### config.mk
export PLATFORM = sky130hd
export DESIGN_NAME = isa_dma_channel_flat
export DESIGN_NICKNAME = d
export VERILOG_FILES = /design/src/rtl/isa_pkg.sv /design/src/rtl/isa_dma_channel_if.sv /design/src/rtl/isa_byte_fifo.sv /design/src/rtl/isa_dma_channel.sv /design/src/flat_wrapper.sv
export SDC_FILE = /design/constraint.sdc
export NUM_CORES = 1
export LEC_CHECK = 0
export ABC_AREA = 0
export BUFFER_PORTS_ARGS = -buffer_cell sky130_fd_sc_hd__buf_2
export CAP_MARGIN = 20
export CORE_ASPECT_RATIO = 1.75
export CORE_MARGIN = 3
export CORE_UTILIZATION = 40
export CTS_BUF_LIST = sky130_fd_sc_hd__clkbuf_4
export CTS_CLUSTER_DIAMETER = 60
export CTS_CLUSTER_SIZE = 40
export DETAILED_ROUTE_END_ITERATION = 16
export HOLD_SLACK_MARGIN = 0.12
export PLACE_DENSITY = 0.68
export SETUP_SLACK_MARGIN = 0.02
export SLEW_MARGIN = 5
export SYNTH_ARGS = -nofsm -noshare
export SYNTH_HDL_FRONTEND = slang
export SYNTH_SLANG_ARGS = --single-unit
### constraint.sdc
create_clock -name clk -period 5 [get_ports clk]
set_clock_uncertainty 0.2 [all_clocks]
set_input_delay 1 -clock clk [delete_from_list [all_inputs] [get_ports clk]]
set_output_delay 1 -clock clk [all_outputs]
set_load 0.005 [all_outputs]
### src/rtl/isa_pkg.sv
// Shared definitions for the ISA DMA channel: FSM encoding, bus idle levels
// and transfer direction constants.
package isa_pkg;

  typedef enum logic [3:0] {
    ST_IDLE   = 4'd0,
    ST_ARMED  = 4'd1,
    ST_REQ    = 4'd2,
    ST_SETUP  = 4'd3,
    ST_STROBE = 4'd4,
    ST_HOLD   = 4'd5,
    ST_REL    = 4'd6
  } isa_state_e;

  localparam logic ISA_N_IDLE   = 1'b1;
  localparam logic ISA_AEN_IDLE = 1'b0;
  localparam logic DIR_WRITE    = 1'b0;
  localparam logic DIR_READ     = 1'b1;

  // DACK#/AEN/data are owned by the channel from SETUP through HOLD
  function automatic logic in_bus_cycle(input isa_state_e s);
    return (s == ST_SETUP) || (s == ST_STROBE) || (s == ST_HOLD);
  endfunction

endpackage

### src/rtl/isa_dma_channel_if.sv
// ISA-side signal bundle of one DMA channel: bus arbitration plus the
// DRQ/DACK pair, strobes, TC and the low data byte.
interface isa_dma_channel_if;
  logic       bus_req;
  logic       bus_gnt;
  logic       isa_drq;
  logic       isa_dack_n;
  logic       isa_aen;
  logic       isa_ior_n;
  logic       isa_iow_n;
  logic       isa_tc;
  logic [7:0] isa_d_out;
  logic       isa_d_oe;
  logic [7:0] isa_d_in;

  modport master (
    output bus_req, isa_dack_n, isa_aen, isa_ior_n, isa_iow_n, isa_tc,
           isa_d_out, isa_d_oe,
    input  bus_gnt, isa_drq, isa_d_in
  );

  modport slave (
    input  bus_req, isa_dack_n, isa_aen, isa_ior_n, isa_iow_n, isa_tc,
           isa_d_out, isa_d_oe,
    output bus_gnt, isa_drq, isa_d_in
  );
endinterface

### src/rtl/isa_byte_fifo.sv
// First-word-fall-through byte FIFO with valid/ready on both sides.
// in_ready stays low for the first clock after reset.
module isa_byte_fifo #(
  parameter int unsigned DEPTH = 16
) (
  input  logic       clk,
  input  logic       reset_n,
  input  logic [7:0] in_data,
  input  logic       in_valid,
  output logic       in_ready,
  output logic [7:0] out_data,
  output logic       out_valid,
  input  logic       out_ready
);
  localparam int unsigned AW = $clog2(DEPTH);
  localparam logic [AW:0] PTR_ONE = (AW + 1)'(1);

  logic [7:0]  mem_q [DEPTH];
  logic [AW:0] wptr_q, rptr_q;
  logic        alive_q, full, empty, push, pop;

  assign full      = (wptr_q[AW] != rptr_q[AW]) && (wptr_q[AW-1:0] == rptr_q[AW-1:0]);
  assign empty     = (wptr_q == rptr_q);
  assign in_ready  = alive_q && !full;
  assign out_valid = !empty;
  assign out_data  = mem_q[rptr_q[AW-1:0]];
  assign push      = in_valid && in_ready;
  assign pop       = out_valid && out_ready;

  always_ff @(posedge clk or negedge reset_n) begin
    if (!reset_n) begin
      wptr_q  <= '0;
      rptr_q  <= '0;
      alive_q <= 1'b0;
    end else begin
      alive_q <= 1'b1;
      if (push) wptr_q <= wptr_q + PTR_ONE;
      if (pop)  rptr_q <= rptr_q + PTR_ONE;
    end
  end

  always_ff @(posedge clk) begin
    if (push) mem_q[wptr_q[AW-1:0]] <= in_data;
  end
endmodule

### src/rtl/isa_dma_channel.sv
// 8237-style single-transfer ISA DMA channel: one byte per bus ownership,
// host->card from the tx FIFO, card->host into the rx FIFO.
module isa_dma_channel
  import isa_pkg::*;
#(
  parameter int unsigned FIFO_DEPTH    = 16,
  parameter int unsigned SETUP_CYCLES  = 4,
  parameter int unsigned STROBE_CYCLES = 30,
  parameter int unsigned HOLD_CYCLES   = 4
) (
  input  logic              clk,
  input  logic              reset_n,
  input  logic              cfg_start,
  input  logic              cfg_dir,
  input  logic [15:0]       cfg_count,
  input  logic              cfg_autoinit,
  input  logic              cfg_abort,
  output logic              busy,
  output logic              done,
  output logic [15:0]       remaining,
  input  logic [7:0]        tx_data,
  input  logic              tx_valid,
  output logic              tx_ready,
  output logic [7:0]        rx_data,
  output logic              rx_valid,
  input  logic              rx_ready,
  isa_dma_channel_if.master isa,
  output logic [3:0]        state_out
);
  localparam int unsigned TIMER_W = 8;
  localparam logic [TIMER_W-1:0] TIMER_ONE   = TIMER_W'(1);
  localparam logic [TIMER_W-1:0] SETUP_LOAD  = TIMER_W'(SETUP_CYCLES - 1);
  localparam logic [TIMER_W-1:0] STROBE_LOAD = TIMER_W'(STROBE_CYCLES - 1);
  localparam logic [TIMER_W-1:0] HOLD_LOAD   = TIMER_W'(HOLD_CYCLES - 1);

  isa_state_e         state_q, state_d;
  logic [TIMER_W-1:0] timer_q, timer_d;
  logic [15:0]        count_q, count_d, base_q;
  logic               dir_q, autoinit_q, abort_q, abort_d;
  logic               drq_p0, drq_p1, drq_s;
  logic [7:0]         tx_head, d_out_q;
  logic               tx_avail, rx_room, tx_pop, rx_push;
  logic               bus_req_q, dack_n_q, aen_q, ior_n_q, iow_n_q, tc_q, d_oe_q;
  logic               cyc_d;

  isa_byte_fifo #(.DEPTH(FIFO_DEPTH)) u_tx_fifo (
    .clk, .reset_n,
    .in_data(tx_data), .in_valid(tx_valid), .in_ready(tx_ready),
    .out_data(tx_head), .out_valid(tx_avail), .out_ready(tx_pop)
  );

  isa_byte_fifo #(.DEPTH(FIFO_DEPTH)) u_rx_fifo (
    .clk, .reset_n,
    .in_data(isa.isa_d_in), .in_valid(rx_push), .in_ready(rx_room),
    .out_data(rx_data), .out_valid(rx_valid), .out_ready(rx_ready)
  );

  // DRQ synchronizer
  always_ff @(posedge clk or negedge reset_n) begin
    if (!reset_n) begin
      drq_p0 <= 1'b0;
      drq_p1 <= 1'b0;
    end else begin
      drq_p0 <= isa.isa_drq;
      drq_p1 <= drq_p0;
    end
  end
  assign drq_s = drq_p1;

  always_comb begin
    state_d = state_q;
    timer_d = timer_q;
    count_d = count_q;
    abort_d = abort_q;
    done    = 1'b0;
    tx_pop  = 1'b0;
    rx_push = 1'b0;
    if (cfg_abort && in_bus_cycle(state_q)) abort_d = 1'b1;
    unique case (state_q)
      ST_IDLE: begin
        abort_d = 1'b0;
        if (cfg_start) begin
          state_d = ST_ARMED;
          count_d = cfg_count;
        end
      end
      ST_ARMED, ST_REQ: begin
        if (cfg_abort) begin
          done    = 1'b1;
          state_d = ST_IDLE;
        end else if (state_q == ST_ARMED) begin
          if (drq_s && ((dir_q == DIR_WRITE) ? tx_avail : rx_room)) state_d = ST_REQ;
        end else if (isa.bus_gnt) begin
          state_d = ST_SETUP;
          timer_d = SETUP_LOAD;
        end
      end
      ST_SETUP: begin
        if (timer_q == '0) begin
          state_d = ST_STROBE;
          timer_d = STROBE_LOAD;
        end else timer_d = timer_q - TIMER_ONE;
      end
      ST_STROBE: begin
        if (timer_q == '0) begin
          // FIFO moves as HOLD is entered; read data is sampled while IOR# is still low
          state_d = ST_HOLD;
          timer_d = HOLD_LOAD;
          tx_pop  = (dir_q == DIR_WRITE);
          rx_push = (dir_q == DIR_READ);
        end else timer_d = timer_q - TIMER_ONE;
      end
      ST_HOLD: begin
        if (timer_q == '0) state_d = ST_REL;
        else timer_d = timer_q - TIMER_ONE;
      end
      ST_REL: begin
        if (count_q != '0)  count_d = count_q - 16'd1;
        else if (autoinit_q) count_d = base_q;
        if (abort_q || cfg_abort || (count_q == '0 && !autoinit_q)) begin
          done    = 1'b1;
          state_d = ST_IDLE;
        end else state_d = ST_ARMED;
      end
      default: state_d = ST_IDLE;
    endcase
  end

  always_ff @(posedge clk or negedge reset_n) begin
    if (!reset_n) begin
      state_q <= ST_IDLE;
      timer_q <= '0;
      count_q <= '0;
      abort_q <= 1'b0;
    end else begin
      state_q <= state_d;
      timer_q <= timer_d;
      count_q <= count_d;
      abort_q <= abort_d;
    end
  end

  always_ff @(posedge clk) begin
    if (state_q == ST_IDLE && cfg_start) begin
      dir_q      <= cfg_dir;
      base_q     <= cfg_count;
      autoinit_q <= cfg_autoinit;
    end
  end

  // Bus pins are registered from the next state so they never glitch
  assign cyc_d = in_bus_cycle(state_d);

  always_ff @(posedge clk or negedge reset_n) begin
    if (!reset_n) begin
      bus_req_q <= 1'b0;
      dack_n_q  <= ISA_N_IDLE;
      aen_q     <= ISA_AEN_IDLE;
      ior_n_q   <= ISA_N_IDLE;
      iow_n_q   <= ISA_N_IDLE;
      tc_q      <= 1'b0;
      d_oe_q    <= 1'b0;
      d_out_q   <= '0;
    end else begin
      bus_req_q <= cyc_d || (state_d == ST_REQ);
      dack_n_q  <= cyc_d ? ~ISA_N_IDLE : ISA_N_IDLE;
      aen_q     <= cyc_d ? ~ISA_AEN_IDLE : ISA_AEN_IDLE;
      iow_n_q   <= (state_d == ST_STROBE && dir_q == DIR_WRITE) ? ~ISA_N_IDLE : ISA_N_IDLE;
      ior_n_q   <= (state_d == ST_STROBE && dir_q == DIR_READ) ? ~ISA_N_IDLE : ISA_N_IDLE;
      tc_q      <= (state_d == ST_STROBE) && (count_d == '0);
      d_oe_q    <= cyc_d && (dir_q == DIR_WRITE);
      if (state_q == ST_REQ && state_d == ST_SETUP) d_out_q <= tx_head;
    end
  end

  assign isa.bus_req    = bus_req_q;
  assign isa.isa_dack_n = dack_n_q;
  assign isa.isa_aen    = aen_q;
  assign isa.isa_ior_n  = ior_n_q;
  assign isa.isa_iow_n  = iow_n_q;
  assign isa.isa_tc     = tc_q;
  assign isa.isa_d_oe   = d_oe_q;
  assign isa.isa_d_out  = d_out_q;

  assign busy      = (state_q != ST_IDLE);
  assign remaining = count_q;
  assign state_out = state_q;
endmodule

### src/flat_wrapper.sv
// flat-port wrapper written by rule: the top's interface ports become plain ports
module isa_dma_channel_flat import isa_pkg::*;
#(
  parameter int unsigned FIFO_DEPTH    = 16,
  parameter int unsigned SETUP_CYCLES  = 4,
  parameter int unsigned STROBE_CYCLES = 30,
  parameter int unsigned HOLD_CYCLES   = 4
)
  (clk, reset_n, cfg_start, cfg_dir, cfg_count, cfg_autoinit, cfg_abort, busy, done, remaining, tx_data, tx_valid, tx_ready, rx_data, rx_valid, rx_ready, state_out, isa_bus_req, isa_isa_dack_n, isa_isa_aen, isa_isa_ior_n, isa_isa_iow_n, isa_isa_tc, isa_isa_d_out, isa_isa_d_oe, isa_bus_gnt, isa_isa_drq, isa_isa_d_in);
  isa_dma_channel_if isa_i ();
  input  logic clk;
  input  logic reset_n;
  input  logic cfg_start;
  input  logic cfg_dir;
  input  logic [15:0] cfg_count;
  input  logic cfg_autoinit;
  input  logic cfg_abort;
  output logic busy;
  output logic done;
  output logic [15:0] remaining;
  input  logic [7:0] tx_data;
  input  logic tx_valid;
  output logic tx_ready;
  output logic [7:0] rx_data;
  output logic rx_valid;
  input  logic rx_ready;
  output logic [3:0] state_out;
  output wire logic [$bits(isa_i.bus_req)-1:0] isa_bus_req;
  output wire logic [$bits(isa_i.isa_dack_n)-1:0] isa_isa_dack_n;
  output wire logic [$bits(isa_i.isa_aen)-1:0] isa_isa_aen;
  output wire logic [$bits(isa_i.isa_ior_n)-1:0] isa_isa_ior_n;
  output wire logic [$bits(isa_i.isa_iow_n)-1:0] isa_isa_iow_n;
  output wire logic [$bits(isa_i.isa_tc)-1:0] isa_isa_tc;
  output wire logic [$bits(isa_i.isa_d_out)-1:0] isa_isa_d_out;
  output wire logic [$bits(isa_i.isa_d_oe)-1:0] isa_isa_d_oe;
  input wire logic [$bits(isa_i.bus_gnt)-1:0] isa_bus_gnt;
  input wire logic [$bits(isa_i.isa_drq)-1:0] isa_isa_drq;
  input wire logic [$bits(isa_i.isa_d_in)-1:0] isa_isa_d_in;
  assign isa_bus_req = isa_i.bus_req;
  assign isa_isa_dack_n = isa_i.isa_dack_n;
  assign isa_isa_aen = isa_i.isa_aen;
  assign isa_isa_ior_n = isa_i.isa_ior_n;
  assign isa_isa_iow_n = isa_i.isa_iow_n;
  assign isa_isa_tc = isa_i.isa_tc;
  assign isa_isa_d_out = isa_i.isa_d_out;
  assign isa_isa_d_oe = isa_i.isa_d_oe;
  assign isa_i.bus_gnt = isa_bus_gnt;
  assign isa_i.isa_drq = isa_isa_drq;
  assign isa_i.isa_d_in = isa_isa_d_in;
  isa_dma_channel #(.FIFO_DEPTH(FIFO_DEPTH), .SETUP_CYCLES(SETUP_CYCLES), .STROBE_CYCLES(STROBE_CYCLES), .HOLD_CYCLES(HOLD_CYCLES)) u_core (.clk(clk), .reset_n(reset_n), .cfg_start(cfg_start), .cfg_dir(cfg_dir), .cfg_count(cfg_count), .cfg_autoinit(cfg_autoinit), .cfg_abort(cfg_abort), .busy(busy), .done(done), .remaining(remaining), .tx_data(tx_data), .tx_valid(tx_valid), .tx_ready(tx_ready), .rx_data(rx_data), .rx_valid(rx_valid), .rx_ready(rx_ready), .isa(isa_i), .state_out(state_out));
endmodule
* Word level (Yosys, flattened, before mapping)
Memory sizes are Yosys's and may differ from the RTL's. A register that Yosys moved wholly into a read port is not among the register bits.
Index checks and enable logic that the tools add are counted.
** Word-level totals
- Bits in registers :: 77
- RAM bits :: 256
- Bits of input ports :: 42
- Memories :: 2
** Memory list
- u_core.u_rx_fifo.mem_q :: words 16, bits a word 8, read ports 1, clocked after Yosys merged registers in 0, write ports 1, line isa_byte_fifo.sv:18 : logic [7:0] mem_q [DEPTH];
- u_core.u_tx_fifo.mem_q :: words 16, bits a word 8, read ports 1, clocked after Yosys merged registers in 1, write ports 1, line isa_byte_fifo.sv:18
** Operators by class
- $add $sub $neg :: 6
- Equal/unequal tests :: 20
- Muxes and demuxes :: 39
- Bitwise logic cells :: 1
- Reduce and logical (&&, ||, !) cells :: 40
** Operator list (count)
- 2-to-1 mux 16 bit :: 3
- 2-to-1 mux 8 bit :: 6
- zero test 16 bit :: 2
- 2-to-1 mux 4 bit :: 8
- one-hot mux 16 bit (2 select lines) :: 1
- one-hot mux 8 bit (4 select lines) :: 1
- one-hot mux 4 bit (6 select lines) :: 1
- adder 5 x 1 -> 5 bit (second input constant) :: 4
- == test 4 x 3 -> 1 bit (second input constant) :: 5
- 2-to-1 mux 1 bit :: 18
- logical AND 1 bit :: 17
- == test 4 x 2 -> 1 bit (second input constant) :: 4
- nonzero test 16 bit :: 1
- subtractor 16 x 1 -> 16 bit (second input constant) :: 1
- == test 5 bit :: 2
- == test 4 bit :: 2
- zero test 8 bit :: 1
- != test 2 bit (second input constant) :: 4
- nonzero test 4 bit :: 2
- subtractor 8 x 1 -> 8 bit (second input constant) :: 1
- logical OR 1 bit :: 7
- zero test 1 bit :: 6
- AND reduction 5 bit :: 1
- == test 4 x 1 -> 1 bit (second input constant) :: 1
- 6 further kinds :: 7

* Longest topological paths before layout
Gate-level depths: netlist of the first run.
- Word-level depth :: 14
- Mapped depth :: 10
- Gate-level depth less buffers :: 10

* Cells and area by module
Synthesis of the first run repeated with hierarchy kept, for this count alone.
** Second synthesis, totals
- Cells, all modules :: 930
- Area, all modules :: 14792.9 um^2
** By module, submodules not included
- isa_byte_fifo :: times used 2, cells each 303, area each 5694.2 um^2
- isa_dma_channel :: times used 1, cells each 324, area each 3404.5 um^2

* Least setup slack after synthesis of the first run
No wires, ideal clock.
- Path kind :: register to output
- From :: register u_core.u_rx_fifo.rptr_q[0]
- To :: output rx_data[0]
- Arrival :: 2.106 ns
- Path slack :: 1.694 ns
- Stages on the path, launching flop included :: 5
- Path buffers :: 2
- Cells stage by stage :: dfrtp_1 -> buf_2 -> buf_1 -> mux4_2 -> mux4_2
** On the way
- Word-level cells in the longest chain between the ends :: 1
** RTL lines
- from (decl) :: line isa_byte_fifo.sv:19 : logic [AW:0] wptr_q, rptr_q;
- from (signal assigned) :: line isa_byte_fifo.sv:38 : if (pop) rptr_q <= rptr_q + PTR_ONE;
- memory read (16 x 8 bit)
- to (decl) :: line flat_wrapper.sv:24 : output logic [7:0] rx_data;
Every way passes these cells.

* Final worst setup path of the first run
- From :: register u_core.count_q[4], in the netlist u_core.remaining[4]
- To :: output done
** On the way
- Word-level cells in the longest chain between the ends :: 5
** RTL lines
- from (decl) :: line isa_dma_channel.sv:38 : logic [15:0] count_q, count_d, base_q;
- from (signal assigned) :: line isa_dma_channel.sv:138 : count_q <= count_d;
- zero test 16 bit :: line isa_dma_channel.sv:120 : if (abort_q || cfg_abort || (count_q == '0 && !autoinit_q)) begin
- logical AND 1 bit :: line isa_dma_channel.sv:120
- logical OR 1 bit :: line isa_dma_channel.sv:120
- 2-to-1 mux 1 bit :: line isa_dma_channel.sv:120
- one-hot mux 1 bit (2 select lines) :: line isa_dma_channel.sv:79 : unique case (state_q)
- to (decl) :: line flat_wrapper.sv:19 : output logic done;
Every way passes these cells.

==> reports/metrics.csv, run 1 <==
stage,metric,value,unit
run_status,status,"finished, final reports clean",
power,p_per_area,307,nW/um2
global_routing,grtUsageTotal,16.6,%
yosys,synthTopCellsByCount,"edfxtp_1 (274), mux4_2 (72), dfrtp_1 (64)",
drt,antenna_left,0,
cts,clk_latency,800,ps
finish,fin_area,16100,um2
timing,rsz0062_at_grt,false,
finish,multiInputGateArea,4500,um2
power,p_comb_share,9.4,%
cts,cts_tree,done,
cts,cts_buffers,15,
drt,routed_wl,32200,um
yosys,yosysTopAreaCell,edfxtp_1,
yosys,synth_most_common_cell,edfxtp_1,
finish,nets,1052,
yosys,yosysTopAreaCellShare,56.0,%
yosys,postSynth.topFlopCell,edfxtp_1,
placed_design,placed_cell_area,15700,um2
cts,cts_root_buf,clkbuf_4,
drt,drc_errors,0,
timing,min_period_over_period,90.4,%
timing,finalCriticalPeriod,4520,ps
timing,slew_violations,0,
timing,worst_pin_slew,930,ps
global_routing,grt_pass1_vias,8637,
cts,post_cts.repair.setup_buffers,0,
placed_design,io_buffers,88,
drt,routed-via-count,8236,
power,p_sw_share,26.6,%
timing,hold_viol,0,
worst_setup_path,cp-end-kind,primary output,
die,start_util,40.6,%
drt,wl_per_cell,21.8,um
timing,fin_setup_tns,0,ps
placed_design,dp_hpwl,23200,um
die,die_h,259,um
timing,max_freq,221,MHz
yosys,synth.area.top_cells,"edfxtp_1 (56%), mux4_2 (11%), dfrtp_1 (11%)",
yosys,synthCells,907,
global_routing,grt_pass1_wl,50300,um
timing,setup_ws,482,ps
global_routing,busiest_layer,met2,
die,die_w,151,um
finish,fill_cells,3200,
run,maxCapViolations,0,
power,leakage,5.47,nW
yosys,synth_warnings,0,
worst_setup_path,cp.required,3800,ps
die,rows,92,
cts,cts_resized,0,
placed_design,place_ws,1340,ps
die,io_pins,89,
power,p_int,3.62,mW
cts,clock_path_buffers,3,
timing,setup_viol,0,
timing,slew_headroom,37.8,%
cts,cts_max_level,1,
yosys,syn_area_per_cell,16.2,um2
power,clock_power_share,22.9,%
yosys,synth_edf_count,274,
yosys,ys_seq_elements,341,
finish,drive_above_1_share,23.6,%
yosys,async_flop_share,19.6,%
global_routing,grt_max_degree,68,
yosys,yosysUniqueCellTypes,78,
cts,clk_transition_reported_paths,340,ps
worst_hold_path,hold_class,flop to flop,
global_routing,grtUsageMet1,19.3,%
global_routing,use_met2,31.0,%
yosys,synth.yosys.seq_area_share,67.5,%
finish,seq_area,9910,um2
global_routing,antenna_found_initial,1,
cts,clock-sinks,341,
timing,hold_ws,203,ps
global_routing,gr-usage-met3,1.94,%
power,p_total,4.93,mW
yosys,synthesis.nets,963,
worst_setup_path,critPathArrivalTime,3320,ps
power,seqPwrFrac,67.7,%
die,core-area,36100,um2
power,power.switching,1.31,mW
worst_setup_path,worstSetupStartpointType,flop,
worst_setup_path,critPathMaxFanout,11,
drt,first_pass_iters,4,
global_routing,overflow,0,
drt,vias_per_cell,5.58,
drt,drt_iter0_markers,530,
yosys,syn_area,14700,um2
worst_setup_path,crit_type,flop to primary output,
die,dieArea,39100,um2
power,vdd_drop_max,0.000353,V
placed_design,place.gp.congestion,0.890,
finish,areaGrowthSynthToFinish,9.50,%
area by class of cell:
| type | count | share of cell area [%] |
|---|---|---|
| Antenna cell | 1 | 0.0156 |
| Clock buffer | 18 | 0.841 |
| Clock inverter | 7 | 0.942 |
| Inverter | 27 | 0.630 |
| Multi-Input combinational cell | 494 | 28.0 |
| Sequential cell | 341 | 61.7 |
| Tap cell | 470 | 3.66 |
| Timing Repair Buffer | 117 | 4.25 |
kinds of logic (layout without fill, tap and decap cells):
logic type | Yosys count | count (layout) | share of synthesized area, %
adders and majority gates | 14 | 14 | 1.19
other | 2 | 3 | 0.0512
muxes | 105 | 105 | 13.4
AOI/OAI and AO/OA | 133 | 133 | 6.38
buffers and inverters | 72 | 169 | 1.88
and+or+nand+nor | 212 | 212 | 7.94
xor gates and xnor gates | 28 | 28 | 1.67
DFF | 341 | 341 | 67.5
flip-flops by register name (all words and copies together) (netlist names), 4 cells and up:
register,cells
u_core.u_tx_fifo.wptr_q,5
u_core.u_tx_fifo.mem_q,128
u_core.u_rx_fifo.mem_q,128
u_core.state_out,4
u_core.timer_q,8
u_core.u_rx_fifo.rptr_q,5
u_core.isa.isa_d_out,8
u_core.u_tx_fifo.rptr_q,5
u_core.remaining,16
u_core.base_q,16
u_core.u_rx_fifo.wptr_q,5
power by group through the flow:
stage                     logic, mW  registers [mW]  clock network, mW
final                         0.465            3.34               1.13
after global routing          0.517            3.36               1.26
after CTS                     0.472            3.34               1.19
after detailed placement      0.464            3.40                  0
after global placement        0.454            3.39                  0
after floorplan               0.296            3.33                  0
critical path: stages (launching register included):
cell	delay [ps]
dfrtp_1	540
or3_4	420
nor3_2	560
nand3_1	340
a21boi_0	280
o21ai_0	110
a21oi_1	160
buf_2	140
stage by stage:
step / utilization (%) / instances
floorplan: - / 907
global route: 44.5 / 1475
CTS: 44.5 / 1474
finish: 44.5 / 1475
global placement: 43.4 / 1440
detailed placement: 43.4 / 1440
layout by cell type (no fill, tap or decap), types with 21 or more instances in the layout:
cell / n
nor3_1: 30
nor2_1: 39
buf_4: 21
mux4_2: 72
nand2_1: 43
mux2i_1: 21
buf_2: 87
edfxtp_1: 274
a21oi_1: 24
dfrtp_1: 62
inv_1: 27
per-layer routing:
| layer | vias up | routed length (um) |
|---|---|---|
| li1 | 3773 | - |
| met1 | 4189 | 11700 |
| met2 | 212 | 18100 |
| met3 | 62 | 1290 |
| met4 | 0 | 1200 |
| met5 | - | 0 |
final timing paths:
check | start | end | slack [ps] | cells after the start
min in group asynchronous | reset_n | u_core.timer_q[2] | 600 | 2
hold reg to reg | u_core.drq_p0 | u_core.drq_p1 | 200 | 0
hold / removal | u_core.drq_p0 | u_core.drq_p1 | 200 | 0
setup / recovery | u_core.remaining[4] | done | 480 | 7
max in group asynchronous | reset_n | u_core.u_tx_fifo.rptr_q[0] | 3190 | 2
setup reg to reg | u_core.state_out[0] | u_core.isa.isa_tc | 1300 | 8
repair_timing:
| item | in CTS | in global routing |
|---|---|---|
| hold buffers | 9 | 0 |
| hold endpoints to repair | 56 | 0 |
| endpoints found under the setup margin | 0 | 0 |
No activity file was read; power rests on OpenSTA's default activity.
==> run 2, diff against run 1 <==
--- a/config.mk
+++ b/config.mk
@@ -10,13 +10,13 @@
 export CAP_MARGIN = 20
 export CORE_ASPECT_RATIO = 1.75
 export CORE_MARGIN = 3
-export CORE_UTILIZATION = 40
+export CORE_UTILIZATION = 67
 export CTS_BUF_LIST = sky130_fd_sc_hd__clkbuf_4
 export CTS_CLUSTER_DIAMETER = 60
 export CTS_CLUSTER_SIZE = 40
 export DETAILED_ROUTE_END_ITERATION = 16
 export HOLD_SLACK_MARGIN = 0.12
-export PLACE_DENSITY = 0.68
+export PLACE_DENSITY = 0.95
 export SETUP_SLACK_MARGIN = 0.02
 export SLEW_MARGIN = 5
 export SYNTH_ARGS = -nofsm -noshare
==> run 2 against run 1 <==
Effect of this change:
- clock-buffer cell count down 1
- final cell count down 13%
- hold slack worse by 34 ps
- register-to-register slack worse by 120 ps
- non-clock buffer count down 9
- design area down 1.9%
- critical path depth up 2
- highest routed layer unchanged
==> reports/metrics.csv, run 2 (synthesis results as in run 1) <==
stage,metric,value,unit,change
die,dieArea,23800,um2,was 39100 um2
timing,finalCriticalPeriod,4530,ps,was 4520 ps
cts,cts_tree,done,,unchanged
worst_setup_path,worstSetupStartpointType,flop,,unchanged
drt,antenna_left,0,,unchanged
worst_setup_path,r2r-start,u_core.u_rx_fifo.rptr_q[0],,was u_core.state_out[0]
timing,fin_setup_tns,0,ps,unchanged
placed_design,place.gp.congestion,0.952,,was 0.890
die,io_pins,89,,unchanged
timing,hold_viol,0,,unchanged
worst_setup_path,critPathArrivalTime,3330,ps,was 3320 ps
timing,worst_pin_slew,1120,ps,was 930 ps
finish,areaGrowthSynthToFinish,7.40,%,was 9.50%
global_routing,grtUsageTotal,26.3,%,was 16.6%
timing,rsz0062_at_grt,false,,unchanged
worst_setup_path,max_stage_delay,520,ps,was 560 ps
global_routing,antenna_found_initial,2,,was 1
finish,seq_area,9910,um2,unchanged
finish,final_cell_mix,"edfxtp_1 (274), buf_2 (87), mux4_2 (72)",,unchanged
cts,cts_buffers,15,,unchanged
cts,cts_resized,0,,unchanged
power,p_per_area,310,nW/um2,was 307 nW/um2
global_routing,grt_max_degree,68,,unchanged
die,rows,71,,was 92
finish,fin_area,15800,um2,was 16100 um2
global_routing,grt_pass1_wl,48600,um,was 50300 um
global_routing,grt_pass1_vias,8842,,was 8637
finish,fill_cells,1282,,was 3200
worst_setup_path,critical_path_buf_inv_count,2,,was 1
finish,nets,1043,,was 1052
worst_hold_path,hold_class,flop to flop,,unchanged
cts,cts_root_buf,clkbuf_4,,unchanged
worst_setup_path,slowest_stage,and4_1,,was nor3_2
drt,drc_errors,0,,unchanged
finish,multiInputGateArea,4500,um2,unchanged
global_routing,overflow,0,,unchanged
drt,routed_wl,31400,um,was 32200 um
placed_design,io_buffers,88,,unchanged
worst_setup_path,cp-end-kind,primary output,,unchanged
worst_setup_path,cp_top_family,simple AND/OR/NAND/NOR gates,,unchanged
timing,max_freq,221,MHz,about the same
timing,slew_headroom,24.1,%,was 37.8%
die,die_h,202,um,was 259 um
drt,wl_per_cell,24.4,um,was 21.8 um
run,maxCapViolations,0,,unchanged
drt,vias_per_cell,6.65,,was 5.58
cts,clock-sinks,341,,unchanged
run_status,status,"finished, final reports clean",,unchanged
cts,clk_latency,800,ps,about the same
drt,routed-via-count,8584,,was 8236
cts,cts_max_level,1,,unchanged
finish,final_common_cell,edfxtp_1,,unchanged
timing,min_period_over_period,90.7,%,was 90.4%
worst_setup_path,crit_chain,inv_1 -> ha_1 -> nor2b_1 -> and4_1 -> nand3_1 -> a21boi_0 -> o21ai_0 -> a21oi_1 -> buf_2,,was or3_4 -> nor3_2 -> nand3_1 -> a21boi_0 -> o21ai_0 -> a21oi_1 -> buf_2
placed_design,dp_hpwl,22300,um,was 23200 um
worst_setup_path,crit_type,flop to primary output,,unchanged
placed_design,placed_cell_area,15500,um2,was 15700 um2
cts,clock_path_buffers,3,,unchanged
worst_setup_path,cp.required,3800,ps,about the same
timing,setup_viol,0,,unchanged
timing,slew_violations,0,,unchanged
finish,drive_above_1_share,23.5,%,was 23.6%
worst_setup_path,crit_start,u_core.remaining[0],,was u_core.remaining[4]
die,start_util,68.3,%,was 40.6%
die,core-area,21500,um2,was 36100 um2
power,leakage,5.43,nW,was 5.47 nW
die,die_w,118,um,was 151 um
worst_hold_path,min_from,u_core.drq_p0,,unchanged
worst_setup_path,critPathMaxFanout,11,,unchanged
power,vdd_drop_max,0.000492,V,was 0.000353 V
drt,drt_iter0_markers,869,,was 530
drt,first_pass_iters,5,,was 4
cts,clk_transition_reported_paths,330,ps,was 340 ps
## run 2: where the power goes
| group | total [mW] | switching (mW) | internal (mW) |
|---|---|---|---|
| clock | 1.09 | 0.862 | 0.224 |
| combinational | 0.460 | 0.273 | 0.187 |
| sequential | 3.35 | 0.150 | 3.20 |
| total | 4.89 | 1.29 | 3.61 |
## run 2: worst reg2reg max path: cells and delay by family, from the launching register on
family,cells,cell delay (ps)
simple gates,5,1970
flops,1,1050
xor+xnor,1,230
## run 2: path summary, 6_finish.rpt
check                      slack (ps)  depth (start not counted)                            to
min                               170                          0                 u_core.drq_p1
max                               470                          9                          done
max in group asynchronous        3370                          2    u_core.u_rx_fifo.rptr_q[0]
min in group asynchronous         590                          2           u_core.state_out[3]
max reg2reg                      1180                          6  u_core.u_rx_fifo.mem_q[3][2]
min reg2reg                       170                          0                 u_core.drq_p1
## run 2: metrics by stage
step                      hold WS, ps  setup slack (ps)  power, mW  utilization, %  std cells
final                             169               466       4.89            73.3       1290
after global routing              172               269       5.05            73.3       1289
after CTS                         176               439       4.90            73.3       1287
after detailed placement          136              1300       3.85            71.9       1260
after global placement            135              1350       3.82            71.9       1260
after floorplan                   131              1690       3.63               -        907
## run 2: area by class of cell
type                       count  share of cell area, %
timing repair buffer         108                   3.79
clock inverter                 8                  0.968
multi-input combinational    494                   28.6
sequential                   341                   62.9
clock buffer                  17                  0.809
inverter                      27                  0.643
antenna                        3                 0.0476
tap                          292                   2.32
## run 2: timing repair
item / 4_1_cts / 5_1_grt
endpoints found under the hold margin: 52 / 0
hold buffers: 2 / 0
endpoints found under the setup margin: 0 / 0
setup buffers: 0 / 0
## run 2: metal layers
metal  global-route usage (%)  routed length, um  vias to the layer above
met2                     50.0              17800                      379
met5                        0                  0                        -
li1                         -                  -                     3740
met1                     30.1              10600                     4366
met3                     2.55               1520                       99
met4                     11.0               1470                        0
